File: src/rtl/nandy_bist_pkg.sv
// Shared types and tables for the NAND gate built-in self-test.
package nandy_bist_pkg;

  typedef enum logic [0:0] {
    StIdle,
    StRun
  } state_e;

  localparam int unsigned VecIdxW = 2;
  localparam int unsigned NumVecs = 4;

  // {a,b} sweep order 00,10,11,01: each step flips exactly one input.
  localparam logic [NumVecs-1:0][1:0] VecTable = {2'b01, 2'b11, 2'b10, 2'b00};

  // Expected NAND output per table entry (bit i belongs to VecTable[i]).
  localparam logic [NumVecs-1:0] ExpQTable = 4'b1011;

endpackage

File: src/rtl/nand_gate_bist_if.sv
// Stimulus/result bundle between the BIST controller and its host.
interface nand_gate_bist_if #(
  parameter int unsigned ERR_W = 8
);

  logic             start;
  logic             q;
  logic             a;
  logic             b;
  logic             busy;
  logic             done;
  logic             pass;
  logic [ERR_W-1:0] err_count;
  logic             first_fail_valid;
  logic [1:0]       first_fail_vec;

  // BIST controller side.
  modport master (
    input  start, q,
    output a, b, busy, done, pass, err_count, first_fail_valid, first_fail_vec
  );

  // Host / gate-under-test side.
  modport slave (
    output start, q,
    input  a, b, busy, done, pass, err_count, first_fail_valid, first_fail_vec
  );

endinterface

File: src/rtl/nand_gate_bist_settle_timer.sv
// Loadable down-counter; expire_o marks the edge at which q is sampled.
module nand_gate_bist_settle_timer #(
  parameter int unsigned SETTLE_CYCLES = 5
) (
  input  logic clk,
  input  logic rst,
  input  logic load_i,
  output logic expire_o
);

  localparam int unsigned CntW = $clog2(SETTLE_CYCLES + 1);
  localparam logic [CntW-1:0] Reload = CntW'(SETTLE_CYCLES - 1);

  logic [CntW-1:0] cnt_q, cnt_d;

  // Reload on request, otherwise count down and rest at zero.
  always_comb begin
    cnt_d = cnt_q;
    if (load_i) begin
      cnt_d = Reload;
    end else if (cnt_q != '0) begin
      cnt_d = cnt_q - 1'b1;
    end
  end

  // Counter state with synchronous reset.
  always_ff @(posedge clk) begin
    if (rst) begin
      cnt_q <= '0;
    end else begin
      cnt_q <= cnt_d;
    end
  end

  assign expire_o = (cnt_q == '0);

endmodule

File: src/rtl/nand_gate_bist.sv
// Drives a NAND gate through its truth table and checks q after a settle time.
module nand_gate_bist
  import nandy_bist_pkg::*;
#(
  parameter int unsigned SETTLE_CYCLES = 5,
  parameter int unsigned PASSES        = 1,
  parameter int unsigned ERR_W         = 8
) (
  input logic               clk,
  input logic               rst,
  nand_gate_bist_if.master  bus
);

  localparam int unsigned PassW = (PASSES > 1) ? $clog2(PASSES) : 1;
  localparam logic [PassW-1:0] LastPass = PassW'(PASSES - 1);
  localparam logic [ERR_W-1:0] ErrMax = '1;

  state_e               state_q;
  logic [VecIdxW-1:0]   vec_idx_q;
  logic [PassW-1:0]     pass_idx_q;
  logic                 a_q, b_q, busy_q, done_q, pass_q;
  logic [ERR_W-1:0]     err_q;
  logic                 ffv_q;
  logic [1:0]           ffvec_q;

  logic                 expire, sample, mismatch, last_vec, timer_load;
  logic [VecIdxW-1:0]   vec_idx_nxt;
  logic [ERR_W-1:0]     err_d;

  nand_gate_bist_settle_timer #(
    .SETTLE_CYCLES(SETTLE_CYCLES)
  ) u_settle_timer (
    .clk      (clk),
    .rst      (rst),
    .load_i   (timer_load),
    .expire_o (expire)
  );

  // Sample decision, saturating error increment and timer reload.
  always_comb begin
    sample      = (state_q == StRun) && expire;
    mismatch    = sample && (bus.q != ExpQTable[vec_idx_q]);
    err_d       = (mismatch && (err_q != ErrMax)) ? err_q + 1'b1 : err_q;
    last_vec    = (vec_idx_q == VecIdxW'(NumVecs - 1)) && (pass_idx_q == LastPass);
    vec_idx_nxt = vec_idx_q + 1'b1;
    timer_load  = ((state_q == StIdle) && bus.start) || (sample && !last_vec);
  end

  // Run-control FSM with all result registers.
  always_ff @(posedge clk) begin
    if (rst) begin
      state_q    <= StIdle;
      vec_idx_q  <= '0;
      pass_idx_q <= '0;
      a_q        <= 1'b0;
      b_q        <= 1'b0;
      busy_q     <= 1'b0;
      done_q     <= 1'b0;
      pass_q     <= 1'b0;
      err_q      <= '0;
      ffv_q      <= 1'b0;
      ffvec_q    <= 2'b00;
    end else begin
      unique case (state_q)
        StIdle: begin
          if (bus.start) begin
            done_q       <= 1'b0;
            pass_q       <= 1'b0;
            err_q        <= '0;
            ffv_q        <= 1'b0;
            ffvec_q      <= 2'b00;
            busy_q       <= 1'b1;
            {a_q, b_q}   <= VecTable[0];
            vec_idx_q    <= '0;
            pass_idx_q   <= '0;
            state_q      <= StRun;
          end
        end
        StRun: begin
          if (sample) begin
            err_q <= err_d;
            if (mismatch && !ffv_q) begin
              ffv_q   <= 1'b1;
              ffvec_q <= {a_q, b_q};
            end
            if (last_vec) begin
              a_q     <= 1'b0;
              b_q     <= 1'b0;
              busy_q  <= 1'b0;
              done_q  <= 1'b1;
              pass_q  <= (err_d == '0);
              state_q <= StIdle;
            end else begin
              vec_idx_q  <= vec_idx_nxt;
              {a_q, b_q} <= VecTable[vec_idx_nxt];
              if (vec_idx_q == VecIdxW'(NumVecs - 1)) begin
                pass_idx_q <= pass_idx_q + 1'b1;
              end
            end
          end
        end
        default: state_q <= StIdle;
      endcase
    end
  end

  assign bus.a                = a_q;
  assign bus.b                = b_q;
  assign bus.busy             = busy_q;
  assign bus.done             = done_q;
  assign bus.pass             = pass_q;
  assign bus.err_count        = err_q;
  assign bus.first_fail_valid = ffv_q;
  assign bus.first_fail_vec   = ffvec_q;

endmodule

File: src/flat_wrapper.sv
// flat-port wrapper written by rule: the top's interface ports become plain ports
module nand_gate_bist_flat import nandy_bist_pkg::*;
#(
  parameter int unsigned SETTLE_CYCLES = 5,
  parameter int unsigned PASSES        = 1,
  parameter int unsigned ERR_W         = 8
)
  (clk, rst, bus_start, bus_q, bus_a, bus_b, bus_busy, bus_done, bus_pass, bus_err_count, bus_first_fail_valid, bus_first_fail_vec);
  nand_gate_bist_if #(.ERR_W(ERR_W)) bus_i ();
  input logic clk;
  input logic rst;
  input wire logic [$bits(bus_i.start)-1:0] bus_start;
  input wire logic [$bits(bus_i.q)-1:0] bus_q;
  output wire logic [$bits(bus_i.a)-1:0] bus_a;
  output wire logic [$bits(bus_i.b)-1:0] bus_b;
  output wire logic [$bits(bus_i.busy)-1:0] bus_busy;
  output wire logic [$bits(bus_i.done)-1:0] bus_done;
  output wire logic [$bits(bus_i.pass)-1:0] bus_pass;
  output wire logic [$bits(bus_i.err_count)-1:0] bus_err_count;
  output wire logic [$bits(bus_i.first_fail_valid)-1:0] bus_first_fail_valid;
  output wire logic [$bits(bus_i.first_fail_vec)-1:0] bus_first_fail_vec;
  assign bus_i.start = bus_start;
  assign bus_i.q = bus_q;
  assign bus_a = bus_i.a;
  assign bus_b = bus_i.b;
  assign bus_busy = bus_i.busy;
  assign bus_done = bus_i.done;
  assign bus_pass = bus_i.pass;
  assign bus_err_count = bus_i.err_count;
  assign bus_first_fail_valid = bus_i.first_fail_valid;
  assign bus_first_fail_vec = bus_i.first_fail_vec;
  nand_gate_bist #(.SETTLE_CYCLES(SETTLE_CYCLES), .PASSES(PASSES), .ERR_W(ERR_W)) u_core (.clk(clk), .rst(rst), .bus(bus_i));
endmodule
File: config.mk
export PLATFORM = sky130hd
export DESIGN_NAME = nand_gate_bist_flat
export DESIGN_NICKNAME = d
export VERILOG_FILES = /design/src/rtl/nandy_bist_pkg.sv /design/src/rtl/nand_gate_bist_if.sv /design/src/rtl/nand_gate_bist_settle_timer.sv /design/src/rtl/nand_gate_bist.sv /design/src/flat_wrapper.sv
export SDC_FILE = /design/constraint.sdc
export NUM_CORES = 1
export LEC_CHECK = 0
export ABC_AREA = 1
export CORE_ASPECT_RATIO = 1.4
export CORE_UTILIZATION = 53
export CTS_BUF_LIST = sky130_fd_sc_hd__clkbuf_8
export DETAILED_ROUTE_END_ITERATION = 10
export GPL_ROUTABILITY_DRIVEN = 1
export HOLD_SLACK_MARGIN = 0.02
export PLACE_DENSITY_LB_ADDON = 0.05
export SLEW_MARGIN = 20
export SYNTH_ARGS = -nofsm -noshare
export SYNTH_HDL_FRONTEND = slang
export SYNTH_SLANG_ARGS = --single-unit
File: constraint.sdc
create_clock -name clk -period 3.1 [get_ports clk]
set_input_delay 0.62 -clock clk [delete_from_list [all_inputs] [get_ports clk]]
set_output_delay 0.62 -clock clk [all_outputs]
set_load 0.005 [all_outputs]
==> run summary, run 1 <==
Status = finished, violations left
Failing checks = design-rule violations
CP Max Fanout = 9
Synth warnings = 0
Met1 usage = 0.248
Worst clock skew = 0.00154 ns
Non-Filler Instances = 234
WL per Instance = 11.5 um
Pwr Density = 402 nW/um^2
Routed WL = 2700 um
Syn Nets = 202
Total setup buffers inserted after CTS = 0
Worst Setup End Kind = output pin
Hold-critical path depth = 2
Die width = 43.7 um
Worst-Skew Late Latency = 0.26 ns
Pre-CTS setup slack = 0.973 ns
Hold Crit Endpoint = u_core.bus.first_fail_vec[1]$_SDFFE_PP0P_
Worst-margin pin slew = 0.488 ns
FF-to-FF Start = u_core.u_settle_timer.cnt_q[0]$_SDFFE_PP0P_
Cells after synthesis = 192
Worst min-delay path class = reg -> reg
Clock sinks = 23
Worst setup path class = reg -> out
Area growth, synth to finish = 19.7%
Filler cells = 212
Cts hold-fix bufs = 0
Slew Viols, Final = 0
Post-synth top area cell = dfxtp_1
Max VDD drop = 0.000309 V
Unrepaired setup endpoints after global routing = no
GP Congestion = 0.921
Hold Violations, Final = 0
First-pass GRT wire length = 4520 um
Initial antenna violation count = 0
Layout cell share with drive strength beyond 1 = 0.0896
Initial Util = 0.580
Root Buffer = clkbuf_8
Remaining DRCs = 3
Worst path slowest cell = clkdlybuf4s50_1
Diodes inserted = 0
Reg2Reg Capture Point = u_core.bus.first_fail_vec[1]$_SDFFE_PP0P_
Leak = 0.658 nW
M3 GR Usage = 0.0208
Max-slew headroom = 0.673
Ranking of synthesized cells by area = dfxtp_1 36%, nand2_1 17%, a21oi_1 7.8%, inv_1 6.7%, ha_1 5.8%
Critical path origin = u_core.bus.err_count[2]$_SDFFE_PP0P_
Hold Path Origin = u_core.bus.first_fail_vec[1]$_SDFFE_PP0P_
Mean area per synthesized cell = 6.73 um^2
Min Tclk post-route = 1.97 ns
DP Area = 1500 um^2
Starting DRT DRC Count = 23
Max-cap viol count = 0
CP bufs+invs = 1
Max Fclk = 0.507 GHz
DR vias = 1212
Design Area, Final = 1550 um^2
CTS Buf Count = 3
Sequential area share after synthesis = 0.357
Gr ovfl total = 0
Placed cell count = 230
Crit path largest cell delay = 0.57 ns
First-pass detailed-route iteration total = 7
CP arrival = 1.35 ns
Post_cts resized = 0
Routed vias/inst = 5.18
Final net count = 223
Htree depth = 1
WP data required = 2.48 ns
Hpwl dp = 2140 um
Area share of the largest cell type after synthesis = 0.357
Most used routing layer = met2
CP startpoint kind = register
CP top delay family = buffers and inverters
Die Ht = 60.4 um
Mapped Area = 1290 um^2
Synthesis-stage register bit count = 23
Number of setup violations in the final report = 0
Clock slew at reported path FFs = 0.08 ns
Final antenna-violating net count = 0
GRT Overall Usage = 0.228
I/O Pins = 20
Pin count of the biggest net entering global routing = 16
Worst R2R Path Depth = 10
Met2 GRT Util = 0.424
Cell variety after synth = 27
Core area = 2230 um^2
CP cell instances = clkdlybuf4s50_1
PnR worst setup slack = 1.13 ns
CTS tree = yes
R2R Setup Slk = 1.13 ns
Final worst-path cycle share = 0.636
DIE AREA = 2640 um^2
Pwr Total = 0.000622 W
Clk buf depth = 2
Setup TNS = 0 ns
Buffers on Ports = 19
# rows = 20
Vias in the first global route = 1114
## report_power, final
part	internal, W	switching [W]
logic	0.0000441	0.0000742
registers	0.000309	0.00000961
clock network	0.0000897	0.0000957
## layout make-up
| cell class | count | area (um^2) | area share |
|---|---|---|---|
| multi-input cells | 138 | 712 | 0.461 |
| flip-flops and latches | 23 | 460 | 0.298 |
| repair buffers | 20 | 198 | 0.128 |
| inverters | 27 | 101 | 0.0656 |
| clock buffers | 3 | 41.3 | 0.0267 |
| well taps | 22 | 27.5 | 0.0178 |
| clock inverters | 1 | 5.00 | 0.00324 |
## cell usage in the layout, fill, tap and decap left out, types with 6 or more instances in the layout
| cell type | synthesis | final |
|---|---|---|
| nand2_1 | 60 | 60 |
| inv_1 | 23 | 23 |
| dfxtp_1 | 23 | 23 |
| a21oi_1 | 20 | 20 |
| clkdlybuf4s50_1 | 0 | 19 |
| nor2_1 | 16 | 16 |
| nand3_1 | 12 | 12 |
| ha_1 | 6 | 6 |
## worst max-delay path by stage
| stage | endpoint | slack [ns] | cells past startpoint |
|---|---|---|---|
| 6_report | bus_err_count[2] | 1.13 | 1 |
| 4_1_cts | bus_err_count[2] | 1.12 | 1 |
| 2_1_floorplan | u_core.bus.pass$_SDFFE_PP0P_ | 1.53 | 12 |
| 5_1_grt | u_core.bus.err_count[6]$_SDFFE_PP0P_ | 0.97 | 8 |
| 3_3_place_gp | u_core.bus.pass$_SDFFE_PP0P_ | 1.01 | 7 |
| 3_5_place_dp | u_core.bus.pass$_SDFFE_PP0P_ | 0.97 | 11 |
## metrics by stage
| step | hold slack (ns) | utilization |
|---|---|---|
| finish | 0.462 | 0.694 |
| global route | 0.487 | 0.694 |
| CTS | 0.467 | 0.694 |
| detailed placement | 0.454 | 0.673 |
| global placement | 0.441 | 0.673 |
| floorplan | 0.434 | - |
## layer usage
metal / up-vias / part of all wire
li1: 643 / -
met1: 547 / 0.43
met2: 16 / 0.53
met3: 6 / 0.015
met4: 0 / 0.021
met5: - / 0
## state kept, by name, indices dropped and copies added, names as in the netlist, 2 cells and up
register / cells
u_core.vec_idx_q: 2
u_core.u_settle_timer.cnt_q: 3
u_core.bus.err_count: 8
u_core.bus.first_fail_vec: 2
## synthesized netlist by cell type
cell type  number
nor3_1          1
nand2_4         1
nand4_1         2
o21ai_1         3
xnor2_1         1
buf_2           2
inv_2           3
nand3_2         1
or2_2           1
nor2_2          3
clkbuf_1        2
nand2_1        60
a2111oi_0       1
nor2_1         16
dfxtp_1        23
xor2_1          1
nand3_1        12
o211ai_1        1
clkinv_1        1
nand2_8         1
nor2_8          1
nand3b_1        2
inv_1          23
nand2_2         3
a21oi_1        20
o21ai_0         1
ha_1            6
## cell families after synthesis
group | synth area share
xor gates and xnor gates | 0.0136
buffers and inverters | 0.0921
DFF | 0.357
adders and majority gates | 0.0581
and+or+nand+nor | 0.374
AOI/OAI and AO/OA | 0.106
## worst min-delay path: cells and delay by family, from the launching register on
family	cells	cell delay (ns)
flops	1	0.31
simple gates	1	0.06
compound gates	1	0.05
Power figures use the tool's default switching activity.
==> run 2, diff against run 1 <==
==> constraint.sdc (replaced) <==
create_clock -name clk -period 1.97 [get_ports clk]
set_input_delay 0.394 -clock clk [delete_from_list [all_inputs] [get_ports clk]]
set_output_delay 0.394 -clock clk [all_outputs]
set_load 0.005 [all_outputs]
==> run 2 against run 1 <==
Net effect:
- the run still ends with design-rule violations left
- final cell count grew 1.7%
- die area did not move
- sequential share of layout area decreased by 0.89 points
- critical path type is now reg -> reg
- critical endpoint is now u_core.bus.pass$_SDFFE_PP0P_
- largest power group unchanged
==> run summary, run 2 (same netlist as run 1, synthesis figures left out) <==
Hpwl dp = 2200 um
Clock sinks = 23
Placed cell count = 234
CP arrival = 1.91 ns
Vias in the first global route = 1209
Final net count = 227
R2R Setup Slk = 0.22 ns
Core area = 2230 um^2
Max-cap viol count = 0
Worst clock skew = 0.00134 ns
Max Fclk = 0.573 GHz
Htree depth = 1
First-pass detailed-route iteration total = 8
Diodes inserted = 0
Layout cell share with drive strength beyond 1 = 0.116
Worst min-delay path class = reg -> reg
Die width = 43.7 um
Remaining DRCs = 3
Register Area = 460 um^2
Max-slew headroom = 0.724
Unrepaired setup endpoints after global routing = no
Status = finished, violations left
I/O Pins = 20
WP data required = 2.14 ns
Pwr Density = 629 nW/um^2
Commonest non-fill, non-tap cell in the layout = nand2_1
DP Area = 1530 um^2
Commonest non-fill, non-tap cells in the layout = 60 x nand2_1, 24 x inv_1, 23 x dfxtp_1, 19 x a21oi_1, 19 x clkdlybuf4s50_1
Hold Violations, Final = 0
GRT Overall Usage = 0.239
Initial antenna violation count = 0
DR vias = 1266
DIE AREA = 2640 um^2
Leak = 0.683 nW
CTS tree = yes
Buffers on Ports = 19
CP startpoint kind = register
WL per Instance = 11.9 um
First-pass GRT wire length = 4770 um
Area growth, synth to finish = 23.4%
Setup TNS = 0 ns
Clock slew at reported path FFs = 0.08 ns
# rows = 20
Slew Viols, Final = 0
Routed vias/inst = 5.32
Worst-margin pin slew = 0.412 ns
Final worst-path cycle share = 0.886
Worst-Skew Late Latency = 0.26 ns
Worst setup path class = reg -> reg
Multi-input gate area = 726 um^2
Die Ht = 60.4 um
Starting DRT DRC Count = 55
Failing checks = design-rule violations
CTS Buf Count = 3
Pin count of the biggest net entering global routing = 13
Max VDD drop = 0.000527 V
Gr ovfl total = 0
Clk buf depth = 2
Routed WL = 2820 um
Max FFs per register = 8
Non-Filler Instances = 238
Final antenna-violating net count = 0
Final Util = 0.715
Worst Setup End Kind = register
Design Area, Final = 1590 um^2
Hold Slack = 0.463 ns
Root Buffer = clkbuf_8
Filler cells = 193
Min Tclk post-route = 1.75 ns
Initial Util = 0.580
CP Max Fanout = 11
GP Congestion = 0.905
Number of setup violations in the final report = 0
run 2: cell types whose count changed in the layout (fill, tap and decap cells not counted), sizes merged:
| cell | delta |
|---|---|
| buf | +4 |
run 2: what timing repair did:
item / 4_1_cts / 5_1_grt
setup endpoints to repair: 0 / 7
hold buffers: 0 / 0
resized for setup: 0 / 6
setup buffers: 0 / 0
run 2: path summary, 6_finish.rpt:
path,start,end,cells after the start
hold / removal,u_core.bus.first_fail_vec[1]$_SDFFE_PP0P_,u_core.bus.first_fail_vec[1]$_SDFFE_PP0P_,2
setup / recovery,u_core.u_settle_timer.cnt_q[0]$_SDFFE_PP0P_,u_core.bus.pass$_SDFFE_PP0P_,12
setup reg to reg,u_core.u_settle_timer.cnt_q[0]$_SDFFE_PP0P_,u_core.bus.pass$_SDFFE_PP0P_,12
hold reg to reg,u_core.bus.first_fail_vec[1]$_SDFFE_PP0P_,u_core.bus.first_fail_vec[1]$_SDFFE_PP0P_,2
run 2: cell type report:
cell class | instances | share of cell area
Tap cell | 22 | 0.0173
Clock buffer | 3 | 0.0259
Sequential cell | 23 | 0.289
Multi-Input combinational cell | 138 | 0.456
Timing Repair Buffer | 24 | 0.143
Inverter | 27 | 0.0668
Clock inverter | 1 | 0.00236
run 2: stage by stage:
step / power, W / setup slack, ns
3_3_place_gp: 0.000698 / 0.137
2_1_floorplan: 0.000644 / 0.403
6_report: 0.00100 / 0.224
4_1_cts: 0.000990 / 0.103
3_5_place_dp: 0.000710 / 0.0665
5_1_grt: 0.00105 / 0.0339
run 2: critical path, cell delays in order, from the launching register on:
cell and delay, ns:
dfxtp_1 0.32, inv_1 0.08, ha_1 0.18, ha_2 0.25, nand2_4 0.10, clkinv_4 0.11, nand3_1 0.13, o21ai_1 0.18
nand2_1 0.07, nand2_1 0.06, nor2_1 0.04, nand3_1 0.07, nand2_1 0.04
run 2: routing by layer:
| layer | part of all wire | vias to the layer above | GRT usage |
|---|---|---|---|
| li1 | - | 650 | - |
| met1 | 0.42 | 580 | 0.256 |
| met2 | 0.53 | 26 | 0.443 |
| met3 | 0.021 | 10 | 0.0327 |
| met4 | 0.027 | 0 | 0.129 |
| met5 | 0 | - | 0 |
run 2: report_power, final:
part / leakage (nW) / switching (W) / internal, W
registers: 0.187 / 0.0000147 / 0.000486
clock network: 0.0269 / 0.000152 / 0.000139
logic: 0.469 / 0.000126 / 0.0000838
total: 0.683 / 0.000293 / 0.000709
==> edit (config.mk and constraints of run 2) <==
`SETTLE_CYCLES` is set to 5 in 3 places; all go to 6.
--- a/src/rtl/nand_gate_bist_settle_timer.sv
+++ b/src/rtl/nand_gate_bist_settle_timer.sv
@@ -1,5 +1,5 @@
 // Loadable down-counter; expire_o marks the edge at which q is sampled.
 module nand_gate_bist_settle_timer #(
-  parameter int unsigned SETTLE_CYCLES = 5
+  parameter int unsigned SETTLE_CYCLES = 6
 ) (
   input  logic clk,
--- a/src/rtl/nand_gate_bist.sv
+++ b/src/rtl/nand_gate_bist.sv
@@ -3,5 +3,5 @@
   import nandy_bist_pkg::*;
 #(
-  parameter int unsigned SETTLE_CYCLES = 5,
+  parameter int unsigned SETTLE_CYCLES = 6,
   parameter int unsigned PASSES        = 1,
   parameter int unsigned ERR_W         = 8
--- a/src/flat_wrapper.sv
+++ b/src/flat_wrapper.sv
@@ -2,5 +2,5 @@
 module nand_gate_bist_flat import nandy_bist_pkg::*;
 #(
-  parameter int unsigned SETTLE_CYCLES = 5,
+  parameter int unsigned SETTLE_CYCLES = 6,
   parameter int unsigned PASSES        = 1,
   parameter int unsigned ERR_W         = 8
Behaviour: not the same (Yosys sat finds a counterexample within 10 cycles, from zero or initial values and one cycle with rst high).
==> edit against run 2 <==
  * Setup slack improved by 5.0 ps
  * Critical endpoint is now u_core.vec_idx_q[0]
  * Final area decreased by 2.0%
  * Count of clock-buffer cells in the layout unchanged
  * Die area decreased by 1.1%
  * Combinational power increased by 6%
  * Sequential cell count unchanged
  * Fmax increased by 0.29%
  * Power increased by 1.5%
  * The run still ends with DRC left
  * Wire length increased by 1.5%
  * Highest routed layer unchanged
  * Synthesized area decreased by 1.2%
  * Clock skew about the same
==> edit: results (changes against run 2) <==
- Sequential cell area share: 0.295 (+0.00603)
- Post-synthesis sequential area ratio: 0.361 (+0.00420)
- GRT met2 Usage: 0.496 (+0.0522)
- Max FO, Critical Path: 6 (-5)
- Final WS setup: 229 ps (+5.00 ps)
- RD Place Congestion: 0.895 (-1.1%)
- Syn Nets: 203 (+0.50%)
- Switch share: 0.293 (+0.000902)
- Outcome: complete, but fails checks
- Tot GR Track Use: 0.244 (+0.00514)
- Slew HR: 0.699 (-0.0247)
- Leakage: 0.706 nW (+3.4%)
- Multi-input combinational area share: 0.443 (-0.0130)
- Met1 Use GR: 0.245 (-0.0107)
- Reg2reg end: u_core.vec_idx_q[0]
- Synth area leaders: dfxtp_1 (36%), nand2_1 (19%), inv_1 (7.6%)
- XOR/XNOR share of the synthesized area: 0.0206 (+0.00702)
- Tot Pwr: 1.02 mW (+1.5%)
- Violated checks: DRC
- Clock power frac: 0.282 (-0.008)
- Comb pwr: 0.223 mW (+6%)
- # fillers: 197 (+2.1%)
- Post-route DRC violation count: 2 (-1)
- Compound-Gate Fraction of Synth Area: 0.103 (-0.00268)
- Pre-CTS worst setup slack: 87.4 ps (+20.9 ps)
- Nets: 229 (+0.88%)
- Clock-cell share: 0.0289 (+0.000590)
==> edit: worst reg2reg max path, stage by stage, from the launching register on <==
cell     delay (ps)
dfxtp_1         330
inv_1            60
ha_1            170
ha_2            260
nand2_4         110
a21oi_1         330
nor2_1          160
a21oi_1         160
nor2_1           60
==> edit: worst min-delay path by stage <==
stage | start | slack [ps] | to
3_5_place_dp | u_core.bus.first_fail_vec[1] | 460 | u_core.bus.first_fail_vec[1]
3_3_place_gp | u_core.bus.busy | 450 | u_core.bus.busy
6_report | u_core.bus.first_fail_vec[1] | 470 | u_core.bus.first_fail_vec[1]
2_1_floorplan | u_core.pass_idx_q | 450 | u_core.pass_idx_q
5_1_grt | u_core.bus.b | 490 | u_core.bus.b
4_1_cts | u_core.bus.first_fail_vec[1] | 470 | u_core.bus.first_fail_vec[1]
==> edit: timing repair <==
| item | in CTS | in global routing |
|---|---|---|
| endpoints found under the hold margin | 0 | 0 |
| setup endpoints to repair | 0 | 2 |
| gates resized for setup | 0 | 1 |
